==> src/rtl/ps2_keys_pkg.sv <==
// Shared scan-code constants, parser state and event bundle
// for the PS/2 direction decoder.
package ps2_keys_pkg;

   localparam logic [7:0] SC_EXT = 8'hE0;
   localparam logic [7:0] SC_BRK = 8'hF0;

   localparam logic [7:0] DEF_KEY_UP    = 8'h1D;
   localparam logic [7:0] DEF_KEY_DOWN  = 8'h1B;
   localparam logic [7:0] DEF_KEY_LEFT  = 8'h1C;
   localparam logic [7:0] DEF_KEY_RIGHT = 8'h23;
   localparam logic [7:0] DEF_ARW_UP    = 8'h75;
   localparam logic [7:0] DEF_ARW_DOWN  = 8'h72;
   localparam logic [7:0] DEF_ARW_LEFT  = 8'h6B;
   localparam logic [7:0] DEF_ARW_RIGHT = 8'h74;

   localparam int UP    = 0;
   localparam int DOWN  = 1;
   localparam int LEFT  = 2;
   localparam int RIGHT = 3;

   typedef enum logic [1:0] {
      IDLE,
      EXT,
      BRK,
      EXT_BRK
   } pstate_e;

   typedef struct packed {
      logic       valid;
      logic       is_break;
      logic       is_ext;
      logic [7:0] code;
   } ps2_ev_t;

   // Fixed fallback order: up > down > left > right
   function automatic logic [3:0] prio_pick(input logic [3:0] h);
      logic [3:0] r;
      r = '0;
      if (h[UP])         r[UP]    = 1'b1;
      else if (h[DOWN])  r[DOWN]  = 1'b1;
      else if (h[LEFT])  r[LEFT]  = 1'b1;
      else if (h[RIGHT]) r[RIGHT] = 1'b1;
      return r;
   endfunction

endpackage

==> src/rtl/ps2_scancode_parser.sv <==
// Prefix parser: folds E0/F0 prefixes into a single-cycle
// key event and abandons stale prefixes after a timeout.
module ps2_scancode_parser
   import ps2_keys_pkg::*;
#(
   parameter int PREFIX_TIMEOUT = 2_500_000
) (
   input  logic       clk_i,
   input  logic       rst_ni,
   input  logic       flush_i,
   input  logic [7:0] data_i,
   input  logic       en_i,
   output ps2_ev_t    ev_o
);

   localparam int CW = (PREFIX_TIMEOUT > 2) ? $clog2(PREFIX_TIMEOUT) : 1;
   localparam logic [CW-1:0] LAST = CW'(PREFIX_TIMEOUT - 1);

   pstate_e       state_q, state_d;
   logic [CW-1:0] cnt_q, cnt_d;

   always_ff @(posedge clk_i) begin
      if (!rst_ni || flush_i) begin
         state_q <= IDLE;
         cnt_q   <= '0;
      end else begin
         state_q <= state_d;
         cnt_q   <= cnt_d;
      end
   end

   always_comb begin
      state_d = state_q;
      cnt_d   = cnt_q;
      ev_o    = '0;
      if (en_i) begin
         cnt_d     = '0;
         ev_o.code = data_i;
         unique case (state_q)
            IDLE: begin
               if (data_i == SC_EXT)      state_d = EXT;
               else if (data_i == SC_BRK) state_d = BRK;
               else                       ev_o.valid = 1'b1;
            end
            EXT: begin
               if (data_i == SC_BRK) begin
                  state_d = EXT_BRK;
               end else begin
                  state_d     = IDLE;
                  ev_o.valid  = 1'b1;
                  ev_o.is_ext = 1'b1;
               end
            end
            BRK: begin
               state_d       = IDLE;
               ev_o.valid    = 1'b1;
               ev_o.is_break = 1'b1;
            end
            EXT_BRK: begin
               state_d       = IDLE;
               ev_o.valid    = 1'b1;
               ev_o.is_break = 1'b1;
               ev_o.is_ext   = 1'b1;
            end
            default: state_d = IDLE;
         endcase
      end else if (state_q != IDLE) begin
         if (cnt_q == LAST) begin
            state_d = IDLE;
            cnt_d   = '0;
         end else begin
            cnt_d = cnt_q + 1'b1;
         end
      end
   end

endmodule

==> src/rtl/ps2_direction_decoder.sv <==
// Keyboard direction decoder: held-key bitmap for letter and
// arrow key sets, last-pressed priority and one-hot outputs.
module ps2_direction_decoder
   import ps2_keys_pkg::*;
#(
   parameter logic [7:0] KEY_UP         = DEF_KEY_UP,
   parameter logic [7:0] KEY_DOWN       = DEF_KEY_DOWN,
   parameter logic [7:0] KEY_LEFT       = DEF_KEY_LEFT,
   parameter logic [7:0] KEY_RIGHT      = DEF_KEY_RIGHT,
   parameter logic [7:0] ARW_UP         = DEF_ARW_UP,
   parameter logic [7:0] ARW_DOWN       = DEF_ARW_DOWN,
   parameter logic [7:0] ARW_LEFT       = DEF_ARW_LEFT,
   parameter logic [7:0] ARW_RIGHT      = DEF_ARW_RIGHT,
   parameter int         STICKY         = 1,
   parameter int         PREFIX_TIMEOUT = 2_500_000
) (
   input  logic       CLOCK_50,
   input  logic       reset,
   input  logic [7:0] received_data,
   input  logic       received_data_en,
   input  logic       flush,
   output logic       goup,
   output logic       godown,
   output logic       goleft,
   output logic       goright,
   output logic       dir_change,
   output logic [3:0] key_held
);

   ps2_ev_t    ev;
   logic [3:0] key_hit, arw_hit, hit;
   logic [7:0] held_q, held_d;
   logic [3:0] go_q, go_d;
   logic [3:0] kh_q, kh_d;
   logic       chg_q, chg_d;

   ps2_scancode_parser #(
      .PREFIX_TIMEOUT(PREFIX_TIMEOUT)
   ) u_parser (
      .clk_i  (CLOCK_50),
      .rst_ni (reset),
      .flush_i(flush),
      .data_i (received_data),
      .en_i   (received_data_en),
      .ev_o   (ev)
   );

   always_comb begin
      key_hit        = '0;
      key_hit[UP]    = (ev.code == KEY_UP);
      key_hit[DOWN]  = (ev.code == KEY_DOWN);
      key_hit[LEFT]  = (ev.code == KEY_LEFT);
      key_hit[RIGHT] = (ev.code == KEY_RIGHT);
      arw_hit        = '0;
      arw_hit[UP]    = (ev.code == ARW_UP);
      arw_hit[DOWN]  = (ev.code == ARW_DOWN);
      arw_hit[LEFT]  = (ev.code == ARW_LEFT);
      arw_hit[RIGHT] = (ev.code == ARW_RIGHT);
      hit = ev.valid ? (ev.is_ext ? arw_hit : key_hit) : 4'b0;
   end

   always_comb begin
      logic [3:0] any;
      held_d = held_q;
      go_d   = go_q;
      any    = '0;
      if (|hit) begin
         if (!ev.is_break) begin
            if (ev.is_ext) held_d[7:4] = held_q[7:4] | hit;
            else           held_d[3:0] = held_q[3:0] | hit;
            go_d = hit;
         end else begin
            if (ev.is_ext) held_d[7:4] = held_q[7:4] & ~hit;
            else           held_d[3:0] = held_q[3:0] & ~hit;
            any = held_d[7:4] | held_d[3:0];
            // Only re-select once the active direction is no longer held
            if ((any & go_q) == 4'b0) begin
               if (any != 4'b0)  go_d = prio_pick(any);
               else if (STICKY == 0) go_d = '0;
            end
         end
      end
      any  = held_d[7:4] | held_d[3:0];
      kh_d = {any[UP], any[DOWN], any[LEFT], any[RIGHT]};
      chg_d = (go_d != go_q);
   end

   always_ff @(posedge CLOCK_50) begin
      if (!reset || flush) begin
         held_q <= '0;
         go_q   <= '0;
         kh_q   <= '0;
         chg_q  <= 1'b0;
      end else begin
         held_q <= held_d;
         go_q   <= go_d;
         kh_q   <= kh_d;
         chg_q  <= chg_d;
      end
   end

   assign goup       = go_q[UP];
   assign godown     = go_q[DOWN];
   assign goleft     = go_q[LEFT];
   assign goright    = go_q[RIGHT];
   assign dir_change = chg_q;
   assign key_held   = kh_q;

endmodule

==> config.mk <==
export PLATFORM = sky130hd
export DESIGN_NAME = ps2_direction_decoder
export DESIGN_NICKNAME = d
export VERILOG_FILES = /design/src/rtl/ps2_keys_pkg.sv /design/src/rtl/ps2_scancode_parser.sv /design/src/rtl/ps2_direction_decoder.sv
export SDC_FILE = /design/constraint.sdc
export NUM_CORES = 1
export LEC_CHECK = 0
export BUFFER_PORTS_ARGS = -buffer_cell sky130_fd_sc_hd__buf_2
export CORE_AREA = 3 3 69 71
export DETAILED_ROUTE_END_ITERATION = 16
export DIE_AREA = 0 0 72 74
export PLACE_DENSITY = 0.88
export SYNTH_ARGS = -nofsm -noshare
export SYNTH_HDL_FRONTEND = slang
export SYNTH_SLANG_ARGS = --single-unit
==> constraint.sdc <==
create_clock -name CLOCK_50 -period 3.9 [get_ports CLOCK_50]
set_input_delay 0.78 -clock CLOCK_50 [delete_from_list [all_inputs] [get_ports CLOCK_50]]
set_output_delay 0.78 -clock CLOCK_50 [all_outputs]
set_load 0.01 [all_outputs]
# After elaboration in Yosys (flattened, before gate mapping)
# Index checks and enable logic that the tools add are counted.
# Widths: inputs -> output; s select.
# totals
regBits	41
in_bits	12
output_inout_bits	9
elab_cells	80
# classes
n_addsub	1
n_eq_ne	16
n_mux	37
bitwise_logic	8
n_reduce_logical	12
# op_table
cell	n
$mux 4	14
$eq 8x7->1 const B	4
$eq 8x5->1 const B	3
$add 22x1->22 const B	1
$eq 22x22->1 const B	1
$mux 22	1
$eq 8x8->1 const B	2
$mux 8	2
$or 4x4->4	4
$mux 2	7
$and 4x4->4	3
$mux 11	1
$eq 8x6->1 const B	1
$mux 1	8
$pmux 2 s3	1
$reduce_bool 2->1	3
$eq 2x2->1 const B	2
$logic_not 4->1	1
$ne 4x2->1 const B	1
$ne 4x4->1	1
$not 4->4	1
$reduce_bool 4->1	1
$reduce_or 2->1	2
$reduce_or 4->1	1
8 further kinds	8

# Depth between registers and ports, before layout
# Gate-level depths: netlist of the first run.
# depth
depth_word	23
depth_mapped	10
depth_no_buf	8

# Hierarchy
# Synthesis of the first run repeated with hierarchy kept, for this count alone.
# hier_totals
hier_cells	300
area_unflattened_um2	2531.2
# by_module_without_submodules
module	instances	cells_per_inst	area_per_inst_um2	seq_area_each_um2
ps2_scancode_parser	1	155	1302.5	480.5
ps2_direction_decoder	1	145	1228.7	340.3

# Worst setup path after synthesis of the first run
# Ideal clock, no wire load.
# synth_path
path_kind	input port to flip-flop
from	input port received_data[6]
to	register chg_q, in the netlist dir_change
setup_time_ns	0.136
t_arrival_ns	2.746
required_ns	3.764
slack_ns	1.018
cell_stages	8
n_path_buf	0
cell_sequence	and2_0 a31o_2 a211oi_2 o22ai_1 o21a_1 or4_1 o41ai_2 o211ai_1
# synth_between
elab_chain_len	21
elab_cells_between_ends	43
cone_classes	eq/ne (11); mux (24); bitwise (5); reduce/logical (3)
# synth_lines
item	line_no	source
start: declaration	ps2_direction_decoder.sv:19	input logic [7:0] received_data,
$eq 8x8->1	ps2_scancode_parser.sv:42, ps2_scancode_parser.sv:46	
$mux 1	ps2_scancode_parser.sv:42, ps2_scancode_parser.sv:46	
$mux 1 or $pmux 1 s2 (tied branches)	ps2_scancode_parser.sv:41, ps2_scancode_parser.sv:39	
$pmux 1 s3 or $mux 11 (tied branches)	ps2_scancode_parser.sv:39, ps2_scancode_parser.sv:36	
$mux 11 (*)	ps2_scancode_parser.sv:36	if (en_i) begin
$mux 4	ps2_direction_decoder.sv:59	hit = ev.valid ? (ev.is_ext ? arw_hit : key_hit) : 4'b0;
$not 4->4	ps2_direction_decoder.sv:73, ps2_direction_decoder.sv:74	
$and 4x4->4 (on tied branches)	ps2_direction_decoder.sv:73, ps2_direction_decoder.sv:74	
(+5 left out)	n/a	
$mux 1	ps2_keys_pkg.sv:42	else if (h[LEFT]) r[LEFT] = 1'b1;
$mux 2	ps2_keys_pkg.sv:41	else if (h[DOWN]) r[DOWN] = 1'b1;
$mux 3	ps2_keys_pkg.sv:40	if (h[UP]) r[UP] = 1'b1;
$mux 4	ps2_direction_decoder.sv:78	if (any != 4'b0) go_d = prio_pick(any);
$mux 4	ps2_direction_decoder.sv:77	if ((any & go_q) == 4'b0) begin
$mux 4	ps2_direction_decoder.sv:68	if (!ev.is_break) begin
$mux 4 (*)	ps2_direction_decoder.sv:67	if (|hit) begin
$ne 4x4->1 (*)	ps2_direction_decoder.sv:85	chg_d = (go_d != go_q);
end signal: assignment	ps2_direction_decoder.sv:98	chg_q <= chg_d;
end: declaration	ps2_direction_decoder.sv:35	logic chg_q, chg_d;
# Every way passes the cells marked *; elsewhere a longest branch is shown, timed or not. The select of a mux whose other input is x is not followed.
# A chain may end at the register's enable or synchronous reset.

# Worst setup path in the final report of the first run
# layout_path
from	register u_parser.state_q[0]
to	register chg_q, in the netlist dir_change
# layout_between
elab_chain_len	20
elab_cells_between_ends	37
cone_classes	eq/ne (4); mux (23); bitwise (5); reduce/logical (5)
# layout_lines
item	line_no	source
start: declaration	ps2_scancode_parser.sv:19	pstate_e state_q, state_d;
start signal: assignment	ps2_scancode_parser.sv:27	state_q <= state_d;
$eq 2x2->1 or $eq 2x1->1 (tied branches)	ps2_scancode_parser.sv:39	unique case (state_q)
$reduce_or 2->1 (no source line) or $pmux 1 s2 (tied branches)	n/a	
$pmux 1 s3 or $mux 11 (tied branches)	ps2_scancode_parser.sv:39, ps2_scancode_parser.sv:36	
$mux 11 (*)	ps2_scancode_parser.sv:36	
$mux 4	ps2_direction_decoder.sv:59	
$not 4->4	ps2_direction_decoder.sv:73, ps2_direction_decoder.sv:74	
$and 4x4->4 (on tied branches)	ps2_direction_decoder.sv:73, ps2_direction_decoder.sv:74	
$mux 4	ps2_direction_decoder.sv:73	if (ev.is_ext) held_d[7:4] = held_q[7:4] & ~hit;
(+4 left out)	n/a	
$mux 1	ps2_keys_pkg.sv:42	
$mux 2	ps2_keys_pkg.sv:41	
$mux 3	ps2_keys_pkg.sv:40	
$mux 4	ps2_direction_decoder.sv:78	
$mux 4	ps2_direction_decoder.sv:77	
$mux 4	ps2_direction_decoder.sv:68	
$mux 4 (*)	ps2_direction_decoder.sv:67	
$ne 4x4->1 (*)	ps2_direction_decoder.sv:85	
# Marks and branches as above.

==> reports/metrics.cfg, run 1 <==
[job]
max_cap_violations = 0

[die]
die_w_um = 72
start_util = 0.581
row_count = 24
num_io_pins = 21
coreArea_sq_mm = 0.00429
dieArea_sq_mm = 0.00533
die_h_um = 74

[placement]
place_inst = 363
portBuffers = 20
place_area_sq_mm = 0.00257
gp_congestion = 0.950
post-dp-hpwl_um = 3990

[worst_setup_path]
path_buf_inv = 0
cp.required_ns = 4.08
crit_path_max_fanout = 23
arrival_ns = 3.16
r2r_start = u_parser.state_q[0]$_SDFFE_PP0P_
r2r-end = dir_change$_SDFF_PP0_
crit_chain = nor3b_1 -> a21oi_1 -> a211oi_2 -> or4bb_4 -> nor2_2 -> or4_1 -> o41ai_2 -> o211ai_1
critPathKind = reg -> reg
crit_path_top_delay_cell = dfxtp_1
slowest_delay_ns = 0.80
worstSetupStartpointType = register
ff2ff_path_depth = 8
crit_family = simple AND/OR/NAND/NOR gates
cp-end-kind = register
ff2ff_setup_slack_ns = 0.92

[synthesis]
synth_cell_types = 65
ys_ff_latch = 41
syn_inst = 303
syn_area_per_cell_sq_um = 8.23
ys_async_sr_fraction = 0
yosys_warnings = 0
synth-edff-count = 0
syn_nets = 316
yosys_most_used_dff = dfxtp_1
syn_area_sq_mm = 0.00249
ys_seq_area_frac = 0.329

[global_routing]
grt_max_degree = 24
grt-ovfl-total = 0
grt_pass1_wl_um = 9110
antenna_found_initial = 0
grt.total_usage = 0.217
grt_pass1_vias = 2030

[sta]
maxSlewHeadroom = 0.510
tns_ns = 0
fmax_mhz = 335
fin_crit_ns = 2.98
finalSetupViolCount = 0
hold_viol = 0
rsz0062_at_grt = no
min_period_over_period = 0.765
worstMarginPinSlew_ns = 0.733
drv_slew = 0
finClkSkew_ns = 0.0111

[clock_tree]
clock-sinks = 41
clock_path_buffers = 2
clk_latency_ns = 0.30
cts_buffers = 5
hold_buffers = 0
post_cts_resized = 0
post_cts_buffers = 0
path_clk_slew_ns = 0.09
cts_root_buf = clkbuf_8
cts_tree = done
htreeDepth = 2

[min_path]
hold-path-cell-count = 2
min_from = u_parser.cnt_q[1]$_SDFFE_PP0P_
hold_path_class = reg -> reg
holdPathEnd = u_parser.cnt_q[1]$_SDFFE_PP0P_

[layout]
final_cell_mix = nor2_1, dfxtp_1, nand2_1
fillCellCount = 380
finalNonFillerCells = 371
area_growth_pct = 6.57
antennaDiodeCount = 0
final_common_cell = nor2_1
postLayoutCellArea_sq_mm = 0.00266
drive_above_1_share = 0.169
fin_nets = 331

[power_and_ir_drop]
p_clk_frac = 0.375
p_per_area_mw_per_mm2 = 276
power_frac_comb = 0.054
seq_power_share = 0.571
intPower_uw = 558
netSwitchingFraction = 0.239
leakagePower_uw = 0.000930
p_sw_uw = 175
ir_worst_vdd_mv = 0.203

[detailed_routing]
drc = 0
viasPerCell = 5.92
wl_per_cell_um = 14.5
drt-total-wl_um = 5380
first_pass_iters = 4
vias = 2197
first_iter_violations = 212
ant_nets = 0

[outcome]
outcome = finished clean

[registers in the layout (all words and copies together) (netlist names)]
| name | count |
|---|---|
| go_q | 4 |
| u_parser.cnt_q | 22 |
| u_parser.state_q | 2 |
| dir_change | 1 |
| key_held | 4 |
| held_q | 8 |
[cells in the mapped netlist, drive strengths merged, types with 3 or more instances]
master	count	area [sq um]
o21a	4	30.0
a31oi	5	31.3
or2	4	25.0
inv	4	15.0
nor3	11	55.1
nand2b	3	18.8
buf	6	68.8
mux2i	7	70.1
nor2	52	198
a21oi	17	85.1
xor2	17	149
nand2	32	120
and2	8	55.1
and3	8	52.6
xnor2	6	52.6
a211oi	4	47.5
nand3	10	50.1
dfxtp	41	821
clkbuf	7	27.5
o211ai	3	22.5
nand4	3	33.8
o21ai	11	55.1
[stage by stage]
step / setup WS (ns) / util / total power [uW] / hold WS, ns
6_report: 0.917 / 0.619 / 733 / 0.506
4_1_cts: 0.899 / 0.619 / 740 / 0.509
3_5_place_dp: 0.627 / 0.598 / 468 / 0.494
5_1_grt: 0.698 / 0.619 / 764 / 0.538
3_3_place_gp: 0.685 / 0.598 / 467 / 0.477
2_1_floorplan: 1.02 / - / 454 / 0.462
[cell type report]
type,instances,area [sq um],share of cell area
Inverter,4,15.0,0.00565
Sequential cell,41,821,0.309
Timing Repair Buffer,21,108,0.0405
Multi-Input combinational cell,245,1560,0.588
Clock inverter,2,15.0,0.00565
Clock buffer,6,72.6,0.0273
Tap cell,52,65.1,0.0245
[logic make-up (layout without fill, tap and decap cells)]
| family | count (synthesis) | in the layout | share of synthesized area |
|---|---|---|---|
| xor gates and xnor gates | 23 | 23 | 0.0808 |
| muxes | 7 | 7 | 0.0281 |
| DFF | 41 | 41 | 0.329 |
| buffers and inverters | 17 | 33 | 0.0446 |
| adders and majority gates | 1 | 1 | 0.00502 |
| and+or+nand+nor | 150 | 150 | 0.320 |
| AOI/OAI and AO/OA | 64 | 64 | 0.192 |
[routing by layer]
layer	vias to the layer above	routed length, um	track usage
li1	1111	-	-
met1	1011	2460	0.282
met2	65	2420	0.343
met3	10	372	0.0473
met4	0	126	0.104
met5	-	0	0
[worst min-delay path: stages, from the launching register on]
cell     delay (ns)
dfxtp_1        0.35
nand2_1        0.06
a21oi_1        0.05
[worst max-delay path by stage]
stage / endpoint / depth (start not counted) / slack (ns) / start
finish: dir_change$_SDFF_PP0_ / 8 / 0.92 / u_parser.state_q[0]$_SDFFE_PP0P_
global route: dir_change$_SDFF_PP0_ / 8 / 0.70 / u_parser.state_q[0]$_SDFFE_PP0P_
CTS: dir_change$_SDFF_PP0_ / 8 / 0.90 / u_parser.state_q[0]$_SDFFE_PP0P_
detailed placement: dir_change$_SDFF_PP0_ / 9 / 0.63 / received_data[6]
global placement: dir_change$_SDFF_PP0_ / 9 / 0.68 / received_data[6]
floorplan: dir_change$_SDFF_PP0_ / 8 / 1.02 / received_data[6]
[power groups by stage]
| stage | sequential [uW] | combinational (uW) | clock [uW] |
|---|---|---|---|
| 6_report | 419 | 39.3 | 275 |
| 5_1_grt | 419 | 43.3 | 302 |
| 4_1_cts | 419 | 39.3 | 283 |
| 3_5_place_dp | 429 | 39.0 | 0 |
| 3_3_place_gp | 429 | 37.9 | 0 |
| 2_1_floorplan | 429 | 25.8 | 0 |
(Power assumes the default switching activity.)
==> inputs of run 2 (changes only) <==
--- a/config.mk
+++ b/config.mk
@@ -6,10 +6,10 @@
 export NUM_CORES = 1
 export LEC_CHECK = 0
 export BUFFER_PORTS_ARGS = -buffer_cell sky130_fd_sc_hd__buf_2
-export CORE_AREA = 3 3 69 71
+export CORE_AREA = 3 3 70 72
 export DETAILED_ROUTE_END_ITERATION = 16
-export DIE_AREA = 0 0 72 74
-export PLACE_DENSITY = 0.88
+export DIE_AREA = 0 0 73 75
+export PLACE_DENSITY = 0.86
 export SYNTH_ARGS = -nofsm -noshare
 export SYNTH_HDL_FRONTEND = slang
 export SYNTH_SLANG_ARGS = --single-unit
==> constraint.sdc (replaced) <==
create_clock -name CLOCK_50 -period 3 [get_ports CLOCK_50]
set_input_delay 0.6 -clock CLOCK_50 [delete_from_list [all_inputs] [get_ports CLOCK_50]]
set_output_delay 0.6 -clock CLOCK_50 [all_outputs]
set_load 0.01 [all_outputs]
==> run 2 against run 1 <==
Effect of this change: die area grew 2.8%; wire length up 7.7%; utilization grew 1.4 points; critical path depth unchanged; maximum frequency up 5.2%; clock power increased by 49%; worst setup slack lost 0.75 ns; final cell count is 2.7% higher; final area rose by 3.8%; count of clock-buffer cells in the layout grew 1; clock skew fell by 0.0062 ns.
==> reports/metrics.cfg, run 2 (synthesis results as in run 1) <==
[placement]
portBuffers = 20  ; unchanged
gp_congestion = 1.02  ; +7.0%
place_inst = 373  ; +2.8%
post-dp-hpwl_um = 4140  ; +3.8%

[layout]
fin_nets = 341  ; +3.0%
final_cell_mix = nor2_1, dfxtp_1, nand2_1
antennaDiodeCount = 0  ; unchanged
reg.largest.list = u_parser.cnt_q (22), held_q (8)
area_growth_pct = 10.6
final_common_cell = nor2_1
largest_register_ffs = 22  ; unchanged
regMostFlops = u_parser.cnt_q
drive_above_1_share = 0.198  ; +0.0283
finalNonFillerCells = 381  ; +2.7%

[sta]
min_period_over_period = 0.945  ; +0.180
hold_viol = 0  ; unchanged
drv_slew = 0  ; unchanged
rsz0062_at_grt = no
tns_ns = 0  ; unchanged
fin_crit_ns = 2.84  ; -0.147 ns
finalSetupViolCount = 0  ; unchanged
finClkSkew_ns = 0.00486  ; -0.00624 ns
worstMarginPinSlew_ns = 0.705  ; -0.0283 ns
fmax_mhz = 353  ; +5.2%
maxSlewHeadroom = 0.529  ; +0.0184

[global_routing]
grt_pass1_vias = 2065  ; +1.7%
grt-ovfl-total = 0  ; unchanged
grt.total_usage = 0.221  ; +0.00411
antenna_found_initial = 0  ; unchanged
grt_max_degree = 23  ; -4.2%
grt_pass1_wl_um = 9490  ; +4.2%

[clock_tree]
cts_root_buf = clkbuf_8
clk_latency_ns = 0.30  ; about the same
clock-sinks = 41  ; unchanged
cts_buffers = 5  ; unchanged
path_clk_slew_ns = 0.08  ; about the same
htreeDepth = 2  ; unchanged
post_cts_buffers = 0  ; unchanged
cts_tree = done
clock_path_buffers = 2  ; unchanged

[power_and_ir_drop]
power_frac_comb = 0.056  ; +0.002
p_clk_frac = 0.406  ; +0.031
p_sw_uw = 235  ; +34%
leakagePower_uw = 0.000999  ; +7.4%
ir_worst_vdd_mv = 0.313  ; +54%
p_total_uw = 1010  ; +38%
netSwitchingFraction = 0.233  ; -0.00675
seq_power_share = 0.538  ; -0.033
intPower_uw = 776  ; +39%
p_per_area_mw_per_mm2 = 367  ; +33%

[detailed_routing]
viasPerCell = 6.02  ; +1.6%
first_pass_iters = 5  ; +1
vias = 2293  ; +4.4%
first_iter_violations = 217  ; +2.4%
drt-total-wl_um = 5790  ; +7.7%
drc = 0  ; unchanged
wl_per_cell_um = 15.2  ; +4.8%
ant_nets = 0  ; unchanged

[die]
dieArea_sq_mm = 0.00548  ; +2.8%
coreArea_sq_mm = 0.00435  ; +1.4%
row_count = 24  ; unchanged
die_w_um = 73  ; +1.4%
start_util = 0.573  ; -0.00801
die_h_um = 75  ; +1.4%
num_io_pins = 21  ; unchanged

[worst_setup_path]
r2r_start = u_parser.state_q[1]$_SDFFE_PP0P_
r2r-end = dir_change$_SDFF_PP0_
ff2ff_path_depth = 8  ; unchanged
cp-end-kind = register
ff2ff_setup_slack_ns = 0.16  ; -0.75 ns
critPathCapture = dir_change$_SDFF_PP0_
worstSetupStartpointType = register
arrival_ns = 3.01  ; -0.15 ns
critPathKind = reg -> reg
crit_path_max_fanout = 10  ; -57%
cp.required_ns = 3.17  ; -0.91 ns
startpoint = u_parser.state_q[1]$_SDFFE_PP0P_

[job]
max_cap_violations = 0  ; unchanged

[outcome]
outcome = finished clean

[min_path]
hold_path_class = reg -> reg

[run 2: worst min-delay path by stage]
stage                                endpoint                      startpoint  slack [ns]  cells after the start
2_1_floorplan  u_parser.cnt_q[1]$_SDFFE_PP0P_  u_parser.cnt_q[1]$_SDFFE_PP0P_        0.46                      2
3_3_place_gp   u_parser.cnt_q[1]$_SDFFE_PP0P_  u_parser.cnt_q[1]$_SDFFE_PP0P_        0.48                      2
3_5_place_dp   u_parser.cnt_q[1]$_SDFFE_PP0P_  u_parser.cnt_q[1]$_SDFFE_PP0P_        0.49                      2
4_1_cts        u_parser.cnt_q[1]$_SDFFE_PP0P_  u_parser.cnt_q[1]$_SDFFE_PP0P_        0.50                      2
5_1_grt        u_parser.cnt_q[1]$_SDFFE_PP0P_  u_parser.cnt_q[1]$_SDFFE_PP0P_        0.52                      2
6_report       u_parser.cnt_q[1]$_SDFFE_PP0P_  u_parser.cnt_q[1]$_SDFFE_PP0P_        0.50                      2
[run 2: worst max-delay path, cell delays in order (launching register included)]
cell and delay, ns:
dfxtp_1 0.43, nor4b_4 0.49, and4_2 0.36, nor3_1 0.06
o21a_1 0.23, o22ai_1 0.39, and4bb_2 0.30, o41ai_2 0.34
o211ai_1 0.12
[run 2: cell type report]
cell class / instances / area (sq um)
Inverter: 4 / 15.0
Clock buffer: 7 / 96.3
Multi-Input combinational cell: 245 / 1570
Clock inverter: 1 / 8.76
Timing Repair Buffer: 31 / 183
Fill cell: 375 / 1600
Tap cell: 52 / 65.1
Sequential cell: 41 / 821
[run 2: power groups by stage]
stage               sequential [uW]  clock, uW  combinational [uW]
global route                    544        438                60.6
CTS                             544        418                54.8
floorplan                       557          0                33.6
detailed placement              557          0                54.3
global placement                557          0                53.4
finish                          544        410                56.3
[run 2: stage by stage]
stage | util | hold WS [ns] | cell area (sq um) | setup WS (ns)
final | 0.633 | 0.504 | 2760 | 0.164
after global routing | 0.633 | 0.523 | 2760 | 0.00862
after CTS | 0.632 | 0.501 | 2750 | 0.233
after detailed placement | 0.607 | 0.490 | 2650 | 0.0114
after global placement | 0.607 | 0.478 | 2650 | 0.0657
after floorplan | - | 0.462 | 2490 | 0.298
[run 2: repair_timing]
item | 4_1_cts | 5_1_grt
gates resized for setup | 0 | 1
hold endpoints to repair | 0 | 0
endpoints found under the setup margin | 0 | 1
hold buffers | 0 | 0
[run 2: routing by layer]
| metal | routed length (um) | global-route usage | share of wire | up-vias |
|---|---|---|---|---|
| met5 | 0 | 0 | 0 | - |
| met2 | 2590 | 0.337 | 0.45 | 89 |
| met3 | 398 | 0.0414 | 0.069 | 8 |
| met1 | 2700 | 0.305 | 0.47 | 1069 |
| li1 | - | - | - | 1127 |
| met4 | 105 | 0.0943 | 0.018 | 0 |
